[config.mk]
export PLATFORM = sky130hd
export DESIGN_NAME = raw_capture_writer
export DESIGN_NICKNAME = d
export VERILOG_FILES = /design/src/rtl/raw_cap_pkg.sv /design/src/rtl/raw_cap_addr_gen.sv /design/src/rtl/raw_capture_writer.sv
export SDC_FILE = /design/constraint.sdc
export NUM_CORES = 1
export LEC_CHECK = 0
export CAP_MARGIN = 40
export CORE_AREA = 4 4 48 93
export CTS_CLUSTER_DIAMETER = 200
export CTS_CLUSTER_SIZE = 12
export DETAILED_ROUTE_END_ITERATION = 7
export DIE_AREA = 0 0 52 97
export DONT_BUFFER_PORTS = 1
export GPL_ROUTABILITY_DRIVEN = 0
export PLACE_DENSITY = 0.76
export RECOVER_POWER = 100
export SETUP_SLACK_MARGIN = 0.1
export SLEW_MARGIN = 20
export SYNTH_ARGS = -nofsm -noshare
export SYNTH_HDL_FRONTEND = slang
export SYNTH_SLANG_ARGS = --single-unit
[constraint.sdc]
create_clock -name clk -period 2.2 [get_ports clk]
set_clock_uncertainty 0.05 [all_clocks]
set_input_delay 0.22 -clock clk [delete_from_list [all_inputs] [get_ports clk]]
set_output_delay 0.22 -clock clk [all_outputs]
set_load 0.01 [all_outputs]
[src/rtl/raw_cap_pkg.sv]
// Shared geometry and FSM encoding for the raw-sample capture buffer.
// The controller reading the RAM uses the same NUM_CH/SAMPLES/ADDR_W values.
package raw_cap_pkg;

    localparam int NUM_CH  = 8;
    localparam int SAMPLES = 2048;
    localparam int DATA_W  = 16;
    localparam int ADDR_W  = 14;
    localparam int CH_W    = $clog2(NUM_CH);
    localparam int IDX_W   = $clog2(SAMPLES);

    localparam logic [1:0] ST_IDLE     = 2'd0;
    localparam logic [1:0] ST_WAIT_SOF = 2'd1;
    localparam logic [1:0] ST_CAPTURE  = 2'd2;
    localparam logic [1:0] ST_DONE     = 2'd3;

    typedef enum logic [1:0] {
        IDLE     = ST_IDLE,
        WAIT_SOF = ST_WAIT_SOF,
        CAPTURE  = ST_CAPTURE,
        DONE     = ST_DONE
    } state_t;

endpackage

[src/rtl/raw_cap_addr_gen.sv]
// Channel/index counters for channel-major transposition.
// addr = {ch, idx} == ch*SAMPLES + idx; last flags the final slot of the block.
module raw_cap_addr_gen
    import raw_cap_pkg::*;
(
    input  logic              clk,
    input  logic              reset,
    input  logic              clear,
    input  logic              restart,
    input  logic              advance,
    output logic [CH_W-1:0]   ch,
    output logic [IDX_W-1:0]  idx,
    output logic [ADDR_W-1:0] addr,
    output logic              last
);

    localparam logic [CH_W-1:0]  CH_LAST  = CH_W'(NUM_CH - 1);
    localparam logic [IDX_W-1:0] IDX_LAST = IDX_W'(SAMPLES - 1);

    logic [CH_W-1:0]  ch_reg;
    logic [IDX_W-1:0] idx_reg;

    // clear -> slot 0; restart -> slot after a ch0/idx0 write; advance -> next slot
    always_ff @(posedge clk or negedge reset) begin
        if (!reset) begin
            ch_reg  <= '0;
            idx_reg <= '0;
        end else if (clear) begin
            ch_reg  <= '0;
            idx_reg <= '0;
        end else if (restart) begin
            ch_reg  <= CH_W'(1);
            idx_reg <= '0;
        end else if (advance) begin
            if (ch_reg == CH_LAST) begin
                ch_reg  <= '0;
                idx_reg <= idx_reg + IDX_W'(1);
            end else begin
                ch_reg  <= ch_reg + CH_W'(1);
            end
        end
    end

    assign ch   = ch_reg;
    assign idx  = idx_reg;
    assign addr = {ch_reg, idx_reg};
    assign last = (ch_reg == CH_LAST) && (idx_reg == IDX_LAST);

endmodule

[src/rtl/raw_capture_writer.sv]
// Write side of the raw-sample RAM: transposes an interleaved ch0..ch7 ADC
// stream into channel-major layout and flags a completed block.
// Optional feature: RAW_CAPTURE_DROP_CNT_EN adds a saturating drop counter.
module raw_capture_writer
    import raw_cap_pkg::*;
(
    input  logic              clk,
    input  logic              reset,
    input  logic              arm,
    input  logic              s_valid,
    input  logic              s_sof,
    input  logic [DATA_W-1:0] s_data,
    output logic              ram_wr_en,
    output logic [ADDR_W-1:0] ram_wr_addr,
    output logic [DATA_W-1:0] ram_wr_data,
    output logic              busy,
    output logic              capture_done,
    output logic              sync_err,
    input  logic              done_ack
`ifdef RAW_CAPTURE_DROP_CNT_EN
    ,
    output logic [15:0]       drop_cnt
`endif
);

    state_t state_reg, state_next;

    logic              cnt_clear, cnt_restart, cnt_advance;
    logic [CH_W-1:0]   ch;
    logic [IDX_W-1:0]  idx;
    logic [ADDR_W-1:0] slot_addr;
    logic              slot_last;

    logic              wr_next;
    logic [ADDR_W-1:0] wr_addr_next;
    logic              err_set, err_clear;

    logic              wr_en_reg;
    logic [ADDR_W-1:0] wr_addr_reg;
    logic [DATA_W-1:0] wr_data_reg;
    logic              sync_err_reg;

    raw_cap_addr_gen u_addr_gen (
        .clk     (clk),
        .reset   (reset),
        .clear   (cnt_clear),
        .restart (cnt_restart),
        .advance (cnt_advance),
        .ch      (ch),
        .idx     (idx),
        .addr    (slot_addr),
        .last    (slot_last)
    );

    // FSM state register
    always_ff @(posedge clk or negedge reset) begin
        if (!reset) state_reg <= IDLE;
        else        state_reg <= state_next;
    end

    // next state, framing check and write decision
    always_comb begin
        state_next   = state_reg;
        cnt_clear    = 1'b0;
        cnt_restart  = 1'b0;
        cnt_advance  = 1'b0;
        wr_next      = 1'b0;
        wr_addr_next = slot_addr;
        err_set      = 1'b0;
        err_clear    = 1'b0;
        case (state_reg)
            IDLE: begin
                if (arm) begin
                    state_next = WAIT_SOF;
                    err_clear  = 1'b1;
                    cnt_clear  = 1'b1;
                end
            end
            WAIT_SOF: begin
                if (s_valid && s_sof) begin
                    wr_next      = 1'b1;
                    wr_addr_next = '0;
                    cnt_restart  = 1'b1;
                    state_next   = CAPTURE;
                end
            end
            CAPTURE: begin
                if (s_valid) begin
                    if (s_sof && (ch != '0)) begin
                        // early SOF: this sample restarts the block at ch0/idx0
                        err_set      = 1'b1;
                        wr_next      = 1'b1;
                        wr_addr_next = '0;
                        cnt_restart  = 1'b1;
                    end else if (!s_sof && (ch == '0)) begin
                        // missing SOF: drop and resynchronise
                        err_set    = 1'b1;
                        cnt_clear  = 1'b1;
                        state_next = WAIT_SOF;
                    end else begin
                        wr_next     = 1'b1;
                        cnt_advance = 1'b1;
                        if (slot_last) state_next = DONE;
                    end
                end
            end
            DONE: begin
                if (done_ack) state_next = IDLE;
            end
            default: state_next = IDLE;
        endcase
    end

    // registered RAM write port
    always_ff @(posedge clk or negedge reset) begin
        if (!reset) begin
            wr_en_reg   <= 1'b0;
            wr_addr_reg <= '0;
            wr_data_reg <= '0;
        end else begin
            wr_en_reg <= wr_next;
            if (wr_next) begin
                wr_addr_reg <= wr_addr_next;
                wr_data_reg <= s_data;
            end
        end
    end

    // sticky framing error, cleared only by an accepted arm
    always_ff @(posedge clk or negedge reset) begin
        if (!reset)         sync_err_reg <= 1'b0;
        else if (err_clear) sync_err_reg <= 1'b0;
        else if (err_set)   sync_err_reg <= 1'b1;
    end

`ifdef RAW_CAPTURE_DROP_CNT_EN
    logic [15:0] drop_cnt_reg;
    logic        drop;

    assign drop = s_valid && (((state_reg == IDLE) && !arm) ||
                              ((state_reg == WAIT_SOF) && !s_sof) ||
                              (state_reg == DONE));

    // saturating count of samples discarded outside CAPTURE
    always_ff @(posedge clk or negedge reset) begin
        if (!reset)                                     drop_cnt_reg <= '0;
        else if (err_clear)                             drop_cnt_reg <= '0;
        else if (drop && (drop_cnt_reg != 16'hFFFF))    drop_cnt_reg <= drop_cnt_reg + 16'd1;
    end

    assign drop_cnt = drop_cnt_reg;
`endif

    assign ram_wr_en    = wr_en_reg;
    assign ram_wr_addr  = wr_addr_reg;
    assign ram_wr_data  = wr_data_reg;
    assign sync_err     = sync_err_reg;
    assign busy         = (state_reg == WAIT_SOF) || (state_reg == CAPTURE);
    assign capture_done = (state_reg == DONE);

endmodule

# Word-level counts from Yosys, hierarchy flattened
# Index checks and enable logic that the tools add are counted.
# totals
reg_bits	48
input_bits	22
# op_classes
n_addsub	2
n_eq_ne	11
mux	42
n_reduce_logical	14
# ops
cell	count
11-bit 2-to-1 mux	4
14-bit 2-to-1 mux	3
14-bit case mux with 2 select lines	1
1-bit 2-to-1 mux	19
2-bit 2-to-1 mux	7
3-bit 2-to-1 mux	4
11-bit by 1-bit adder with 11-bit output, second input constant	1
11-bit == test, second input constant	1
3-bit nonzero test	3
2-bit != test, second input constant	4
2-bit case mux with 4 select lines	1
1-bit case mux with 2 select lines	3
6-bit AND reduction	1
2-bit == test, second input constant	2
1-bit logical AND	4
3-bit by 1-bit adder with 3-bit output, second input constant	1
3-bit == test, second input constant	1
3-bit logical NOT	1
3-bit != test, second input constant	1
2-bit by 1-bit == test with 1-bit output, second input constant	1
2-bit logical NOT	1
2-bit by 1-bit != test with 1-bit output, second input constant	1
2-bit AND reduction	1
2-bit nonzero test	1
2 further kinds	2

# Depth between registers and ports, before layout
# logic_depth
word_depth	9
mapped_depth	12
depth_no_buf	10

# By module
# From an unflattened synthesis, not the netlist that was laid out.
# hier_totals
cells_unflattened	264
hier_area_um2	2409.8
# modules_own_cells
mod	n_inst	cells_each	area_each_um2
raw_capture_writer	1	172	1556.5
raw_cap_addr_gen	1	92	853.3

# Worst setup path after synthesis
# Ideal clock, no wire load.
# synth_path
path_type	register to register
from	reg u_addr_gen.ch_reg[0] (netlist: u_addr_gen.ch[0])
to	reg u_addr_gen.idx_reg[7] (netlist: u_addr_gen.idx[7])
t_arrival_ns	1.724
slack_ns	0.306
stages_incl_launch_ff	10
path_buffers	0
cell_sequence	dfrtp_1 inv_1 ha_1 nand2b_1 inv_1 ha_1 nand4_4 nor4_1 xnor2_1 nor2_2
# synth_via
elab_chain_cells	8
word_cells_on_any_way	21
# synth_lines
item	line_no	rtl
from (decl)	raw_cap_addr_gen.sv:20	logic [CH_W-1:0] ch_reg;
from (signal assigned)	raw_cap_addr_gen.sv:39	ch_reg <= ch_reg + CH_W'(1);
3-bit logical NOT	raw_capture_writer.sv:95	end else if (!s_sof && (ch == '0)) begin
1-bit logical AND	raw_capture_writer.sv:95	
1-bit 2-to-1 mux	raw_capture_writer.sv:95	
1-bit 2-to-1 mux	raw_capture_writer.sv:89	if (s_sof && (ch != '0)) begin
1-bit 2-to-1 mux	raw_capture_writer.sv:88	if (s_valid) begin
1-bit case mux with 2 select lines or 1-bit 2-to-1 mux (tied branches)	raw_capture_writer.sv:71	case (state_reg)
3-bit nonzero test (no line)	n/a	
2-bit AND reduction (no line)	n/a	
to (signal assigned)	raw_cap_addr_gen.sv:37	idx_reg <= idx_reg + IDX_W'(1);
to (decl)	raw_cap_addr_gen.sv:21	logic [IDX_W-1:0] idx_reg;
# Parallel ways exist; a longest one is shown, timed or not.
# A chain may end at the register's enable or synchronous reset.

# Worst setup path after layout
# layout_path
from	reg state_reg[0]
to	reg u_addr_gen.ch_reg[1] (netlist: u_addr_gen.ch[1])
# layout_via
elab_chain_cells	4
word_cells_on_any_way	9
# layout_lines
item	line_no	rtl
from (decl)	raw_capture_writer.sv:26	state_t state_reg, state_next;
from (signal assigned)	raw_capture_writer.sv:58	else state_reg <= state_next;
2-bit == test or 2-bit by 1-bit == test with 1-bit output (tied branches)	raw_capture_writer.sv:71	
1-bit case mux with 2 select lines	raw_capture_writer.sv:71	
3-bit 2-to-1 mux	raw_cap_addr_gen.sv:31	end else if (restart) begin
3-bit 2-to-1 mux	raw_cap_addr_gen.sv:28	end else if (clear) begin
# Parallel ways exist; a longest one is shown, timed or not.

==> flow_summary.toml <==
[yosys]
synth_nets = 276
ys_warn_count = 0
yosysTopAreaCell = "dfrtp_1"
synthesis.area_um2 = 2283
ys_types = 37
seq_area_frac_synth_pct = 52.60
synthCells = 243
synthTopCellsByArea = "dfrtp_1 53%, nand2_1 14%, ha_1 6.0%"
ys_seq_elements = 48
synth_top_cell_area_share_pct = 52.60
syn_area_per_cell_um2 = 9.397

[global_routing]
grt_max_degree = 49
grt-ovfl-total = 0
grt.total_usage_pct = 19.37
grt_pass1_vias = 1693
grt_pass1_wl_mm = 7.534
grt_antenna_before_repair = 0

[critical_path]
r2r_start = "state_reg[0]"
start_kind = "register"
reg2reg_to = "u_addr_gen.ch[1]"
path_cells = "inv_1 > ha_1 > nand2_1 > a21o_1 > nand2_1 > nor2_1"
path_class = "register to register"
ff2ff_setup_slack_ps = 200
max_stage_delay_ps = 430
cp_top_family = "simple AND/OR/NAND/NOR gates"
crit_fanout = 13
worstRegToRegCells = 6
cp_num_buf_inv = 1
cp-end-kind = "register"
crit_slowest_cell = "ha_1"
crit_top_cell = "nand2_1"
required_ps = 2320
arrival_ps = 2120

[route]
vias = 1708
viasPerCell = 5.405
firstDrtPassIters = 4
first_iter_violations = 39
wl_per_cell_um = 15.01
drc = 0
drtAntennaViolNets = 0
totalWireLength_mm = 4.743

[floorplan]
ios = 56
rows = 32
fp.dieW_um = 52
initial_utilization_pct = 60.03
core_region_area_um2 = 3804
die_area_um2 = 5044
die_h_um = 97

[timing]
final-hold-violation-count = 0
rsz0062_at_grt = "no"
max_slew_margin_pct = 24.89
finalSetupTns_ps = 0
period_share_pct = 91.05
fin_crit_ps = 2003
setup_viol = 0
slew_violations = 0
fmax_mhz = 499.2
tightest_slew_ps = 1127

[power]
power_density_nw_per_um2 = 1004
peakVddDrop_uv = 832.6
p_leak_nw = 1.315

[worst_hold_path]
hold_end = "u_addr_gen.ch[0]"
hold_path_class = "input port to register"
hold_depth = 2
min-delay-start = "arm"

[final_layout]
final_cells = 316
final_layout_size_suffix_gt1_share_pct = 9.434
diodes = 0
final_nets = 297
area_delta_synth_final_pct = 16.66
largest_reg_flops = 16

[clock_network]
cts.sinks = 48
cts_tree = "yes"
cts_buffers = 5
cts_root_buf = "clkbuf_8"
clk_pin_slew_ps = 80
htreeDepth = 2
clk_path_buf_depth = 2
clk-insertion-delay-late_ps = 300

[place]
place_inst = 287
portBuffers = 0
dp_hpwl_mm = 3.156

[job]
cap_violations = 0

[run_status]
run_status = "finished, final reports clean"
[cells in the mapped netlist (all sizes together)]
| cell type | n |
|---|---|
| nand2 | 83 |
| dfrtp | 48 |
| nor2 | 15 |
| inv | 13 |
| o21ai | 12 |
| ha | 11 |
| buf | 9 |
| xnor2 | 7 |
| nand3 | 4 |
| nor3 | 4 |
| o31ai | 4 |
| a21oi | 3 |
| and3 | 3 |
| nand4 | 3 |
| nor4 | 3 |
| xor2 | 3 |
| a21o | 2 |
| mux2i | 2 |
| nand2b | 2 |
| a21boi | 1 |
| a31oi | 1 |
| a32oi | 1 |
| a41oi | 1 |
| and2 | 1 |
| and4 | 1 |
| clkbuf | 1 |
| o221ai | 1 |
| o2bb2ai | 1 |
| o32a | 1 |
| o41ai | 1 |
| or2 | 1 |
[cell usage in the layout (no fill, tap or decap), types with 2 or more instances in the layout]
cell type,count
inv_1,12
a21oi_1,3
nand2b_1,2
nor4_4,3
dlygate4sd3_1,18
and3_1,3
nand2_1,83
xnor2_1,7
clkinvlp_4,2
xor2_1,3
o31ai_1,4
o21ai_0,11
nor2_1,13
buf_4,3
mux2i_1,2
nor3_1,4
clkbuf_8,6
nor2_2,2
ha_1,10
dfrtp_1,48
nand4_1,2
nand3_1,4
[power breakdown]
part / leakage [nW] / total, mW / internal, mW / switching [mW]
Clock: 0.0434 / 0.540 / 0.254 / 0.286
Sequential: 0.643 / 1.26 / 1.06 / 0.199
Combinational: 0.629 / 0.870 / 0.318 / 0.553
[cells by family after synthesis]
family	Yosys count	share of synthesized area, %
fa+ha+maj	11	6.027
xor+xnor	10	3.836
mux	2	0.8767
simple gates	120	22.74
buf+inv	23	5.698
flops	48	52.60
compound gates	29	8.219
[stage by stage]
stage	cell area [µm²]	util, %	hold slack, ps	power [mW]	setup slack [ps]
global route	2664	70.03	83.95	2.863	51.87
global placement	2293	60.30	-124.4	2.031	205.7
CTS	2599	68.32	56.75	2.647	111.5
finish	2664	70.03	80.68	2.674	196.9
floorplan	2283	-	-125.6	1.909	306.5
detailed placement	2293	60.30	-124.3	2.059	115.0
[final cells by class]
class / count / area (µm²)
Multi-Input combinational cell: 172 / 1023
Sequential cell: 48 / 1201
Clock buffer: 6 / 82.58
Fill cell: 285 / 1140
Timing Repair Buffer: 23 / 219.0
Tap cell: 51 / 63.81
Inverter: 13 / 53.80
Timing Repair inverter: 1 / 5.005
Clock inverter: 2 / 15.01
[layer usage]
metal	share of wire [%]	global-route usage [%]
met1	37	21.38
met2	54	33.95
met5	0	0
met4	1.5	8.081
met3	7.0	4.314
[what timing repair did]
action	CTS	global route
setup endpoints to repair	0	40
gates resized for setup	0	14
hold buffers	19	0
setup buffers	0	1
endpoints found under the hold margin	65	0
[worst max path at each step]
| stage | from | end | slack (ps) | cells past startpoint |
|---|---|---|---|---|
| final | state_reg[0] | u_addr_gen.ch[1] | 200 | 6 |
| after CTS | u_addr_gen.ch[0] | u_addr_gen.idx[7] | 110 | 9 |
| after global routing | state_reg[0] | u_addr_gen.idx[3] | 50 | 6 |
| after global placement | u_addr_gen.ch[0] | u_addr_gen.idx[9] | 210 | 9 |
| after floorplan | u_addr_gen.ch[0] | u_addr_gen.idx[7] | 310 | 9 |
| after detailed placement | u_addr_gen.ch[0] | u_addr_gen.idx[7] | 110 | 9 |
[worst register-to-register path, stage by stage, from the launching register on]
cell and delay (ps):
dfrtp_1 420, inv_1 140, ha_1 430, nand2_1 130
a21o_1 210, nand2_1 390, nor2_1 100
No activity file was read; power rests on OpenSTA's default activity.
